==> config.mk <==
export PLATFORM = sky130hd
export DESIGN_NAME = core_sequencer_flat
export DESIGN_NICKNAME = d
export VERILOG_FILES = /design/src/rtl/core_sequencer_if.sv /design/src/rtl/core_sequencer.sv /design/src/flat_wrapper.sv
export SDC_FILE = /design/constraint.sdc
export NUM_CORES = 1
export LEC_CHECK = 0
export BUFFER_PORTS_ARGS = -buffer_cell sky130_fd_sc_hd__buf_2
export CORE_ASPECT_RATIO = 0.8
export CORE_UTILIZATION = 51
export DETAILED_ROUTE_END_ITERATION = 8
export GPL_TIMING_DRIVEN = 0
export HOLD_SLACK_MARGIN = 0.03
export PLACE_DENSITY = 0.82
export SLEW_MARGIN = 10
export SYNTH_ARGS = -nofsm -noshare
export SYNTH_HDL_FRONTEND = slang
export SYNTH_SLANG_ARGS = --single-unit
==> constraint.sdc <==
create_clock -name clk -period 4.1 [get_ports clk]
set_clock_uncertainty 0.2 [all_clocks]
set_input_delay 0.82 -clock clk [delete_from_list [all_inputs] [get_ports clk]]
set_output_delay 0.82 -clock clk [all_outputs]
set_load 0.05 [all_outputs]
==> src/rtl/core_sequencer_if.sv <==
// Shared memory port: the sequencer drives requests (master), memory answers (slave).
// One port carries both instruction fetches and load/store accesses.
interface core_sequencer_if;
   logic        req;
   logic        we;
   logic [15:0] addr;
   logic [15:0] wdata;
   logic        ack;
   logic [15:0] rdata;

   modport master (output req, we, addr, wdata, input ack, rdata);
   modport slave  (input req, we, addr, wdata, output ack, rdata);
endinterface

==> src/rtl/core_sequencer.sv <==
// Multi-cycle fetch/execute sequencer for the 16-bit core: owns PC, time-shares the memory
// port between fetch and load/store, and pulses the datapath strobes once per state.
module core_sequencer #(
   parameter logic [15:0] RESET_PC    = 16'h0000,
   parameter int unsigned MEM_TIMEOUT = 255
) (
   input  logic             clk,
   input  logic             reset,
   input  logic             run,
   input  logic             branch_res,
   core_sequencer_if.master mem,
   input  logic [15:0]      ls_addr,
   input  logic [15:0]      ls_wdata,
   output logic [15:0]      instr,
   output logic [15:0]      ld_data,
   output logic             en_s,
   output logic             en_c,
   output logic [7:0]       en_reg,
   output logic [15:0]      pc,
   output logic [15:0]      retired,
   output logic             done,
   output logic             fault
);

   typedef enum logic [3:0] {
      ST_IDLE   = 4'd0,
      ST_FETCH  = 4'd1,
      ST_DECODE = 4'd2,
      ST_SETUP  = 4'd3,
      ST_EXEC   = 4'd4,
      ST_MEM    = 4'd5,
      ST_WRITE  = 4'd6,
      ST_DONE   = 4'd7,
      ST_FAULT  = 4'd8
   } state_t;

   // Last wait count that is still tolerated; one more cycle without ack is a fault.
   localparam logic [15:0] WAIT_LAST = 16'(MEM_TIMEOUT - 32'd1);

   state_t      state_r, state_s;
   logic [15:0] pc_r, pc_s;
   logic [15:0] instr_r, instr_s;
   logic [15:0] ld_data_r, ld_data_s;
   logic [15:0] retired_r, retired_s;
   logic [15:0] wait_r, wait_s;
   logic        fault_r, fault_s;
   logic        req_r, we_r, en_s_r, en_c_r, done_r;
   logic [7:0]  en_reg_r;

   // Register write-back happens for ALU formats and loads only.
   function automatic logic writes_rx(input logic [15:0] ir);
      case (ir[1:0])
         2'd0, 2'd1: writes_rx = 1'b1;
         2'd3:       writes_rx = ~ir[2];
         default:    writes_rx = 1'b0;
      endcase
   endfunction

   // Next-state and architectural-register update logic.
   always_comb begin
      state_s   = state_r;
      pc_s      = pc_r;
      instr_s   = instr_r;
      ld_data_s = ld_data_r;
      retired_s = retired_r;
      wait_s    = wait_r;
      fault_s   = fault_r;
      case (state_r)
         ST_IDLE: begin
            if (run) begin
               state_s = ST_FETCH;
               wait_s  = 16'd0;
            end else begin
               state_s = ST_IDLE;
            end
         end
         ST_FETCH: begin
            if (mem.ack) begin
               instr_s = mem.rdata;
               pc_s    = pc_r + 16'd1;
               state_s = ST_DECODE;
            end else if (wait_r == WAIT_LAST) begin
               fault_s = 1'b1;
               state_s = ST_FAULT;
            end else begin
               wait_s = wait_r + 16'd1;
            end
         end
         ST_DECODE: state_s = ST_SETUP;
         ST_SETUP:  state_s = ST_EXEC;
         ST_EXEC: begin
            if ((instr_r[1:0] == 2'd2) && branch_res) begin
               pc_s = pc_r + {{8{instr_r[12]}}, instr_r[12:5]};
            end else begin
               pc_s = pc_r;
            end
            if (instr_r[1:0] == 2'd3) begin
               state_s = ST_MEM;
               wait_s  = 16'd0;
            end else begin
               state_s = ST_WRITE;
            end
         end
         ST_MEM: begin
            if (mem.ack) begin
               if (!instr_r[2]) begin
                  ld_data_s = mem.rdata;
               end else begin
                  ld_data_s = ld_data_r;
               end
               state_s = ST_WRITE;
            end else if (wait_r == WAIT_LAST) begin
               fault_s = 1'b1;
               state_s = ST_FAULT;
            end else begin
               wait_s = wait_r + 16'd1;
            end
         end
         ST_WRITE: state_s = ST_DONE;
         ST_DONE: begin
            retired_s = retired_r + 16'd1;
            if (run) begin
               state_s = ST_FETCH;
               wait_s  = 16'd0;
            end else begin
               state_s = ST_IDLE;
            end
         end
         ST_FAULT: state_s = ST_FAULT;
         default:  state_s = ST_IDLE;
      endcase
   end

   // State, datapath registers and strobes; strobes decode the upcoming state so they are flops.
   always_ff @(posedge clk) begin
      if (reset) begin
         state_r   <= ST_IDLE;
         pc_r      <= RESET_PC;
         instr_r   <= 16'h0000;
         ld_data_r <= 16'h0000;
         retired_r <= 16'h0000;
         wait_r    <= 16'h0000;
         fault_r   <= 1'b0;
         req_r     <= 1'b0;
         we_r      <= 1'b0;
         en_s_r    <= 1'b0;
         en_c_r    <= 1'b0;
         en_reg_r  <= 8'h00;
         done_r    <= 1'b0;
      end else begin
         state_r   <= state_s;
         pc_r      <= pc_s;
         instr_r   <= instr_s;
         ld_data_r <= ld_data_s;
         retired_r <= retired_s;
         wait_r    <= wait_s;
         fault_r   <= fault_s;
         req_r     <= (state_s == ST_FETCH) || (state_s == ST_MEM);
         we_r      <= (state_s == ST_MEM) && instr_s[2];
         en_s_r    <= (state_s == ST_SETUP);
         en_c_r    <= (state_s == ST_EXEC);
         en_reg_r  <= ((state_s == ST_WRITE) && writes_rx(instr_s)) ?
                      (8'd1 << instr_s[15:13]) : 8'h00;
         done_r    <= (state_s == ST_DONE);
      end
   end

   // Address follows the datapath during MEM so the load/store target is never stale.
   assign mem.req   = req_r;
   assign mem.we    = we_r;
   assign mem.addr  = (state_r == ST_MEM) ? ls_addr : pc_r;
   assign mem.wdata = ls_wdata;

   assign instr   = instr_r;
   assign ld_data = ld_data_r;
   assign en_s    = en_s_r;
   assign en_c    = en_c_r;
   assign en_reg  = en_reg_r;
   assign pc      = pc_r;
   assign retired = retired_r;
   assign done    = done_r;
   assign fault   = fault_r;

endmodule

==> src/flat_wrapper.sv <==
// flat-port wrapper written by rule: the top's interface ports become plain ports
module core_sequencer_flat 
#(
   parameter logic [15:0] RESET_PC    = 16'h0000,
   parameter int unsigned MEM_TIMEOUT = 255
)
  (clk, reset, run, branch_res, ls_addr, ls_wdata, instr, ld_data, en_s, en_c, en_reg, pc, retired, done, fault, mem_req, mem_we, mem_addr, mem_wdata, mem_ack, mem_rdata);
  core_sequencer_if mem_i ();
  input  logic clk;
  input  logic reset;
  input  logic run;
  input  logic branch_res;
  input  logic [15:0] ls_addr;
  input  logic [15:0] ls_wdata;
  output logic [15:0] instr;
  output logic [15:0] ld_data;
  output logic en_s;
  output logic en_c;
  output logic [7:0] en_reg;
  output logic [15:0] pc;
  output logic [15:0] retired;
  output logic done;
  output logic fault;
  output wire logic [$bits(mem_i.req)-1:0] mem_req;
  output wire logic [$bits(mem_i.we)-1:0] mem_we;
  output wire logic [$bits(mem_i.addr)-1:0] mem_addr;
  output wire logic [$bits(mem_i.wdata)-1:0] mem_wdata;
  input wire logic [$bits(mem_i.ack)-1:0] mem_ack;
  input wire logic [$bits(mem_i.rdata)-1:0] mem_rdata;
  assign mem_req = mem_i.req;
  assign mem_we = mem_i.we;
  assign mem_addr = mem_i.addr;
  assign mem_wdata = mem_i.wdata;
  assign mem_i.ack = mem_ack;
  assign mem_i.rdata = mem_rdata;
  core_sequencer #(.RESET_PC(RESET_PC), .MEM_TIMEOUT(MEM_TIMEOUT)) u_core (.clk(clk), .reset(reset), .run(run), .branch_res(branch_res), .mem(mem_i), .ls_addr(ls_addr), .ls_wdata(ls_wdata), .instr(instr), .ld_data(ld_data), .en_s(en_s), .en_c(en_c), .en_reg(en_reg), .pc(pc), .retired(retired), .done(done), .fault(fault));
endmodule
==> impl_metrics.ini, run 1 <==
[layout]
final_common_cell = buf_2
layout-drive-gt1-share_pct = 28.8
diodes = 0
final_cells = 913
final_cell_mix = buf_2, nand2_1, dfxtp_1
fill_cells = 851
postLayoutCellArea_um2 = 6260
layout.nets = 844
seqCellArea_um2 = 1960
multi_input_area_um2 = 2780
area_delta_synth_final_pct = 23.6

[placement]
place_congestion = 0.878
placed_area_um2 = 5960
post-dp-hpwl_um = 10100
io_buffer_count = 146
dp.cells = 897

[global_routing]
grt_pass1_vias = 4556
grt_overflow = 0
grt_max_degree = 19
grt_use_total_pct = 26.7
antenna_found_initial = 0
grt_pass1_wl_um = 22000

[cts]
cts.clk_slew.worst_paths_ns = 0.07
numClockSinks = 98
post_cts_buffers = 0
cts_tree = built
cts_max_level = 3
worstSkewPairLatency_ns = 0.35
cts_root_buf = clkbuf_16
cts_buffers = 9
cts_buffer_depth = 2

[die]
dieArea_um2 = 10300
fp.dieH_um = 91.1
core_area_um2 = 9650
ios = 163
start_util_pct = 52.5
core.rowCount = 32
die_w_um = 113

[yosys]
synth_cell_types = 65
yosys_warnings = 0
seq_area_frac_synth_pct = 38.7
ys_ff_latch = 98
netlist_instances = 615
syn_nets = 687
synth.area.top_cells = dfxtp_1, nand2_1, a21oi_1
synth_area_per_cell_um2 = 8.23
synthArstFlopShare_pct = 0
yosysTopAreaCellShare_pct = 38.7
synth_edf_count = 0
yosys.area.top_type = dfxtp_1
syn_area_um2 = 5060
synthFlopType = dfxtp_1

[min_path]
min_path_type = register to register

[critical_path]
path_max_fanout = 12
critical_path_class = register to register
cp.arrival_ns = 3.78
critPathCaptureType = register
cp-start-kind = register
required_ns = 4.10

[drt]
vias_per_cell = 5.51
vias = 5029
wl_per_cell_um = 14.7
drc = 0
drt_wl_total_um = 13400
drt-initial-drc-count = 286
first_pass_iters = 5
drtAntennaViolNets = 0

[timing]
fin_crit_sh_pct = 92.2
finalMaxSlewViolations = 0
rsz0062_at_grt = no
holdWs_ns = 0.262
slew_headroom_pct = 48.6
fmax_mhz = 265
setup_viol = 0
tns_ns = 0
worstMarginPinSlew_ns = 0.770
hold_viol = 0
fin_crit_ns = 3.78

[power_and_ir_drop]
p_int_uw = 1510
leakagePower_uw = 0.00291
combPwrFrac_pct = 15.9
power.share.switching_pct = 30.2
power_density_nw_per_um2 = 347
p_seq_share_pct = 45.6
power_frac_clock_pct = 38.5
switchingPower_uw = 656
peakVddDrop_uv = 245

[flow_run]
maxCapViolations = 0

[status]
outcome = completed
cell usage after synthesis (11+ instances only):
cell type / instances
nand3_1: 20
nor3_1: 14
nand4_1: 14
dfxtp_1: 98
nor2_1: 54
buf_4: 19
xor2_1: 13
ha_1: 18
buf_2: 11
nand2_1: 103
a21oi_1: 59
mux2_2: 15
o21ai_0: 16
clkbuf_1: 16
inv_1: 16
area by class of cell:
type / instances / share of cell area [%]
Multi-Input combinational cell: 453 / 44.4
Sequential cell: 98 / 31.3
Clock buffer: 10 / 3.82
Timing Repair Buffer: 146 / 11.7
Tap cell: 136 / 2.72
Inverter: 16 / 0.960
Buffer: 48 / 4.24
Clock inverter: 6 / 0.860
critical path, stage by stage, from the launching register on:
cell and delay (ns):
dfxtp_1 0.29, buf_2 0.18, nor4b_2 0.43, clkbuf_1 0.38
and2_2 0.38, ha_1 0.33, nand2_1 0.10, or4b_2 0.60
o21ai_0 0.31, a21oi_1 0.15, mux2i_1 0.15, o311ai_0 0.12
what timing repair did:
item / CTS / global route
hold buffers: 0 / 0
setup endpoints to repair: 0 / 6
gates resized for setup: 0 / 2
power groups by stage:
stage               Sequential (uW)  Combinational (uW)  Clock, uW
CTS                             989                 344        851
floorplan                      1060                 198          0
finish                          989                 345        836
global placement               1010                 332          0
detailed placement             1010                 341          0
global route                    992                 369        894
final timing paths:
path	start	end	slack, ns	depth (start not counted)
setup / recovery	u_core.state_r[3]$_SDFF_PP0_	u_core.pc[14]$_SDFFE_PP0P_	0.32	11
hold / removal	u_core.ld_data[9]$_SDFFE_PP0P_	u_core.ld_data[9]$_SDFFE_PP0P_	0.26	2
setup reg to reg	u_core.state_r[3]$_SDFF_PP0_	u_core.pc[14]$_SDFFE_PP0P_	0.32	11
hold reg to reg	u_core.ld_data[9]$_SDFFE_PP0P_	u_core.ld_data[9]$_SDFFE_PP0P_	0.26	2
per-stage QoR:
stage          util [%]  power, uW  setup slack (ns)
2_1_floorplan         -       1260             0.667
3_3_place_gp       61.8       1340             0.126
3_5_place_dp       61.8       1350            0.0229
4_1_cts            64.8       2180            0.0302
5_1_grt            64.9       2250            0.0204
6_report           64.9       2170             0.322
logic make-up after synthesis:
group / synth area share (%)
multiplexers: 4.92
buffers and inverters: 6.42
XOR/XNOR: 3.81
AO/OA/AOI/OAI: 16.3
adder cells (fa/ha/maj): 4.84
AND/OR/NAND/NOR: 25.0
flip-flops: 38.7
per-layer routing:
layer	up-vias	track usage (%)	share of wire [%]
li1	2470	-	-
met1	2330	33.4	43
met2	194	44.8	48
met3	35	5.34	6.0
met4	0	10.9	2.6
met5	-	0	0
(Power assumes the default switching activity.)
==> run 2: changes to the inputs <==
- CELL_PAD_IN_SITES_DETAIL_PLACEMENT: unset -> 1
- CELL_PAD_IN_SITES_GLOBAL_PLACEMENT: unset -> 2
- CORE_UTILIZATION: 51 -> 29
==> impl_metrics.ini, run 2 (synthesis gave the netlist of run 1 again) <==
[global_routing]
grt_overflow = 0
grt_use_total_pct = 18.2
grt_max_degree = 18
grt_pass1_wl_um = 25700
antenna_found_initial = 0
grt_pass1_vias = 5100

[critical_path]
critPathCaptureType = register
crit_path_cell_trace = buf_2, nor4b_4, buf_1, and2_2, ha_1, nand2_1, or4b_2, o21ai_0, a21oi_1, mux2i_1, o311ai_0
path_buf_inv = 2
cp_num_cells = 11
cp-start-kind = register
cp.arrival_ns = 3.83
cp-startpoint = u_core.state_r[3]$_SDFF_PP0_
worst_r2r_startpoint = u_core.state_r[3]$_SDFF_PP0_
cp_top_family = simple AND/OR/NAND/NOR gates
max_stage_delay_ns = 0.61
slowest_stage = or4b_2
required_ns = 4.11
critical_path_class = register to register
rr_worst_depth = 11
path_max_fanout = 12
rrSetupSlack_ns = 0.27

[placement]
post-dp-hpwl_um = 12300
place_congestion = 0.848
placed_area_um2 = 6070
io_buffer_count = 146
dpl_worst_slack_ns = -0.126

[flow_run]
maxCapViolations = 0

[cts]
numClockSinks = 98
cts_root_buf = clkbuf_16
worstSkewPairLatency_ns = 0.35
cts_buffer_depth = 2
cts_max_level = 3
post_cts_buffers = 0
cts.clk_slew.worst_paths_ns = 0.07
cts_tree = built
cts_buffers = 9
hold_buffers = 0

[drt]
wl_met1_um = 7530
highest_layer = met4
vias = 5016
first_pass_iters = 4
drtAntennaViolNets = 0
dr_wl_met2_um = 7360
route.met3.wl_um = 947
drc = 0
vias_per_cell = 5.03
drt-initial-drc-count = 118
drt_wl_total_um = 16000
wl_per_cell_um = 16.0

[timing]
worstMarginPinSlew_ns = 0.797
finalMaxSlewViolations = 0
setup_viol = 0
fin_crit_sh_pct = 93.3
fmax_mhz = 261
fin_crit_ns = 3.83
tns_ns = 0
hold_viol = 0
worst_slack_ns = 0.274
rsz0062_at_grt = no
slew_headroom_pct = 46.9

[die]
core.rowCount = 42
die_w_um = 150
ios = 163
fp.dieH_um = 120
core_area_um2 = 16800
start_util_pct = 30.1
dieArea_um2 = 18000

[power_and_ir_drop]
total_power_uw = 2180
leakagePower_uw = 0.00291
power_density_nw_per_um2 = 343
peakVddDrop_uv = 189

[status]
outcome = completed

[min_path]
whs_path_depth = 2
worstHoldStart = u_core.ld_data[14]$_SDFFE_PP0P_
min_path_type = register to register

[layout]
layout-drive-gt1-share_pct = 28.7
layout.nets = 844
post-route-util_pct = 37.9
area_delta_synth_final_pct = 25.7
final_common_cell = buf_2
final_cell_mix = buf_2, nand2_1, dfxtp_1
diodes = 0
postLayoutCellArea_um2 = 6370
[run 2: cell count changes in the layout (fill, tap and decap cells not counted)]
| cell | delta |
|---|---|
| inv_8 | -1 |
| nor4b_2 | -1 |
| inv_6 | +1 |
| nor4b_4 | +1 |
| clkinvlp_4 | -1 |
| buf_1 | +1 |
[run 2: worst register-to-register path: stages, from the launching register on]
cell	delay [ns]
dfxtp_1	0.30
buf_2	0.18
nor4b_4	0.34
buf_1	0.34
and2_2	0.40
ha_1	0.34
nand2_1	0.10
or4b_2	0.61
o21ai_0	0.36
a21oi_1	0.18
mux2i_1	0.19
o311ai_0	0.14
[run 2: metal layers]
layer  vias up  GRT usage (%)
met5         -              0
met4         0           4.36
met3        13           5.36
met2       120           29.8
met1      2417           23.3
li1       2466              -
[run 2: cell type report]
| type | instances | area, um2 |
|---|---|---|
| inverters | 16 | 60.1 |
| plain buffers | 48 | 265 |
| clock buffers | 11 | 243 |
| well taps | 220 | 275 |
| flip-flops and latches | 98 | 1960 |
| multi-input cells | 453 | 2790 |
| clock inverters | 5 | 43.8 |
| fillers | 2117 | 10500 |
| repair buffers | 146 | 731 |
[run 2: path summary, 6_finish.rpt]
| kind | to |
|---|---|
| worst max register to register | u_core.pc[14]$_SDFFE_PP0P_ |
| worst min register to register | u_core.ld_data[14]$_SDFFE_PP0P_ |
| worst max-delay path | u_core.pc[14]$_SDFFE_PP0P_ |
| worst min-delay path | u_core.ld_data[14]$_SDFFE_PP0P_ |
[run 2: power by group]
part / internal, uW / total [uW] / switching, uW / leakage (uW)
registers: 971 / 990 / 19.0 / 0.000791
clock network: 440 / 841 / 401 / 0.000142
logic: 102 / 351 / 248 / 0.00197
total: 1510 / 2180 / 668 / 0.00291
[run 2: metrics by stage]
stage / hold slack [ns] / instances
5_1_grt: 0.283 / 997
4_1_cts: 0.260 / 997
3_5_place_dp: 0.248 / 981
6_report: 0.256 / 997
3_3_place_gp: 0.243 / 981
2_1_floorplan: 0.255 / 615
[run 2: what timing repair did]
item / CTS / global route
resized for setup: 1 / 3
hold endpoints to repair: 0 / 0
setup endpoints to repair: 2 / 5
==> run 3: changes to the inputs <==
- CORE_MARGIN: unset -> 10
- CTS_CLUSTER_DIAMETER: unset -> 30
- HOLD_SLACK_MARGIN: 0.03 -> unset
==> impl_metrics.ini, run 3 (synthesis gave the netlist of run 1 again) <==
[status]
outcome = completed

[cts]
cts_max_level = 3
cts_tree = built
numClockSinks = 98
cts_buffers = 9
cts_buffer_depth = 2
post_cts_buffers = 0
cts.clk_slew.worst_paths_ns = 0.07
cts_root_buf = clkbuf_16
worstSkewPairLatency_ns = 0.35
hold_buffers = 0

[timing]
setup_viol = 0
rsz0062_at_grt = no
slew_headroom_pct = 43.5
worst_slack_ns = 0.365
hold_viol = 0
finalMaxSlewViolations = 0
fin_crit_ns = 3.73
fmax_mhz = 268
fin_crit_sh_pct = 91.1
worstMarginPinSlew_ns = 0.847

[die]
start_util_pct = 29.4
dieArea_um2 = 23200
fp.dieH_um = 138
die_w_um = 168
core_area_um2 = 17200
ios = 163
core.rowCount = 43

[placement]
post-dp-hpwl_um = 14000
place_congestion = 0.826
dpl_worst_slack_ns = -0.191
io_buffer_count = 146

[drt]
vias_per_cell = 5.04
drt-initial-drc-count = 192
first_pass_iters = 4
drtAntennaViolNets = 0
drt_wl_total_um = 17600
vias = 5053
wl_per_cell_um = 17.5
drc = 0

[critical_path]
critPathCaptureType = register
required_ns = 4.13
cp.arrival_ns = 3.77
path_max_fanout = 10
cp-start-kind = register
critical_path_class = register to register

[layout]
multi_input_area_um2 = 2780
final_common_cell = buf_2
area_delta_synth_final_pct = 25.6
seqCellArea_um2 = 1960
post-route-util_pct = 37.0
fill_cells = 2121
layout-drive-gt1-share_pct = 28.8
final_cell_mix = buf_2, nand2_1, dfxtp_1
layout.nets = 844

[power_and_ir_drop]
power_density_nw_per_um2 = 340
leakagePower_uw = 0.00290
peakVddDrop_uv = 260

[global_routing]
grt_max_degree = 17
grt_pass1_vias = 5403
grt_use_total_pct = 15.0
grt_overflow = 0
grt_pass1_wl_um = 28800
antenna_found_initial = 1

[min_path]
min_path_type = register to register

[flow_run]
maxCapViolations = 0
-- run 3: path summary, 6_finish.rpt --
kind	from	end	slack, ns	depth (start not counted)
worst max register to register	u_core.state_r[3]$_SDFF_PP0_	u_core.pc[13]$_SDFFE_PP0P_	0.37	12
worst min-delay path	u_core.ld_data[6]$_SDFFE_PP0P_	u_core.ld_data[6]$_SDFFE_PP0P_	0.26	2
worst min register to register	u_core.ld_data[6]$_SDFFE_PP0P_	u_core.ld_data[6]$_SDFFE_PP0P_	0.26	2
worst max-delay path	u_core.state_r[3]$_SDFF_PP0_	u_core.pc[13]$_SDFFE_PP0P_	0.37	12
-- run 3: repair_timing --
| action | 4_1_cts | 5_1_grt |
|---|---|---|
| resized for setup | 2 | 3 |
| pin swaps | 0 | 0 |
| setup endpoints to repair | 6 | 6 |
-- run 3: where the power goes --
part | switching [uW] | internal [uW]
clock network | 389 | 432
registers | 17.9 | 971
logic | 248 | 102
total | 655 | 1510
-- run 3: cell type report --
type	count	area share (%)
Sequential cell	98	30.8
Tap cell	225	4.42
Timing Repair Buffer	146	11.5
Inverter	16	0.944
Multi-Input combinational cell	453	43.7
Buffer	48	4.19
Clock buffer	11	3.82
Clock inverter	5	0.610
Antenna cell	1	0.0393
-- run 3: metal layers --
| layer | vias up | GRT usage [%] | routed length (um) |
|---|---|---|---|
| li1 | 2474 | - | - |
| met1 | 2437 | 17.7 | 7590 |
| met2 | 128 | 24.2 | 8270 |
| met3 | 14 | 6.88 | 1520 |
| met4 | 0 | 3.39 | 217 |
| met5 | - | 0 | 0 |
-- run 3: critical path, cell delays in order, from the launching register on --
cell	delay [ns]
dfxtp_1	0.29
buf_2	0.17
nor4b_2	0.43
clkbuf_2	0.29
nand2_1	0.13
inv_1	0.07
ha_1	0.23
a211oi_1	0.27
o21ai_0	0.25
a2bb2oi_1	0.23
a221oi_1	0.76
or3_1	0.21
nand3_1	0.08
-- run 3: stage by stage --
stage | TNS (ns) | total power, uW | hold WS (ns) | instance area, um2 | cells
3_3_place_gp | -0.0307 | 1350 | 0.241 | 6080 | 986
6_report | 0 | 2160 | 0.264 | 6360 | 1003
3_5_place_dp | -0.498 | 1360 | 0.257 | 6080 | 986
4_1_cts | 0 | 2190 | 0.267 | 6360 | 1002
5_1_grt | 0 | 2260 | 0.287 | 6360 | 1002
2_1_floorplan | 0 | 1260 | 0.255 | 5060 | 615
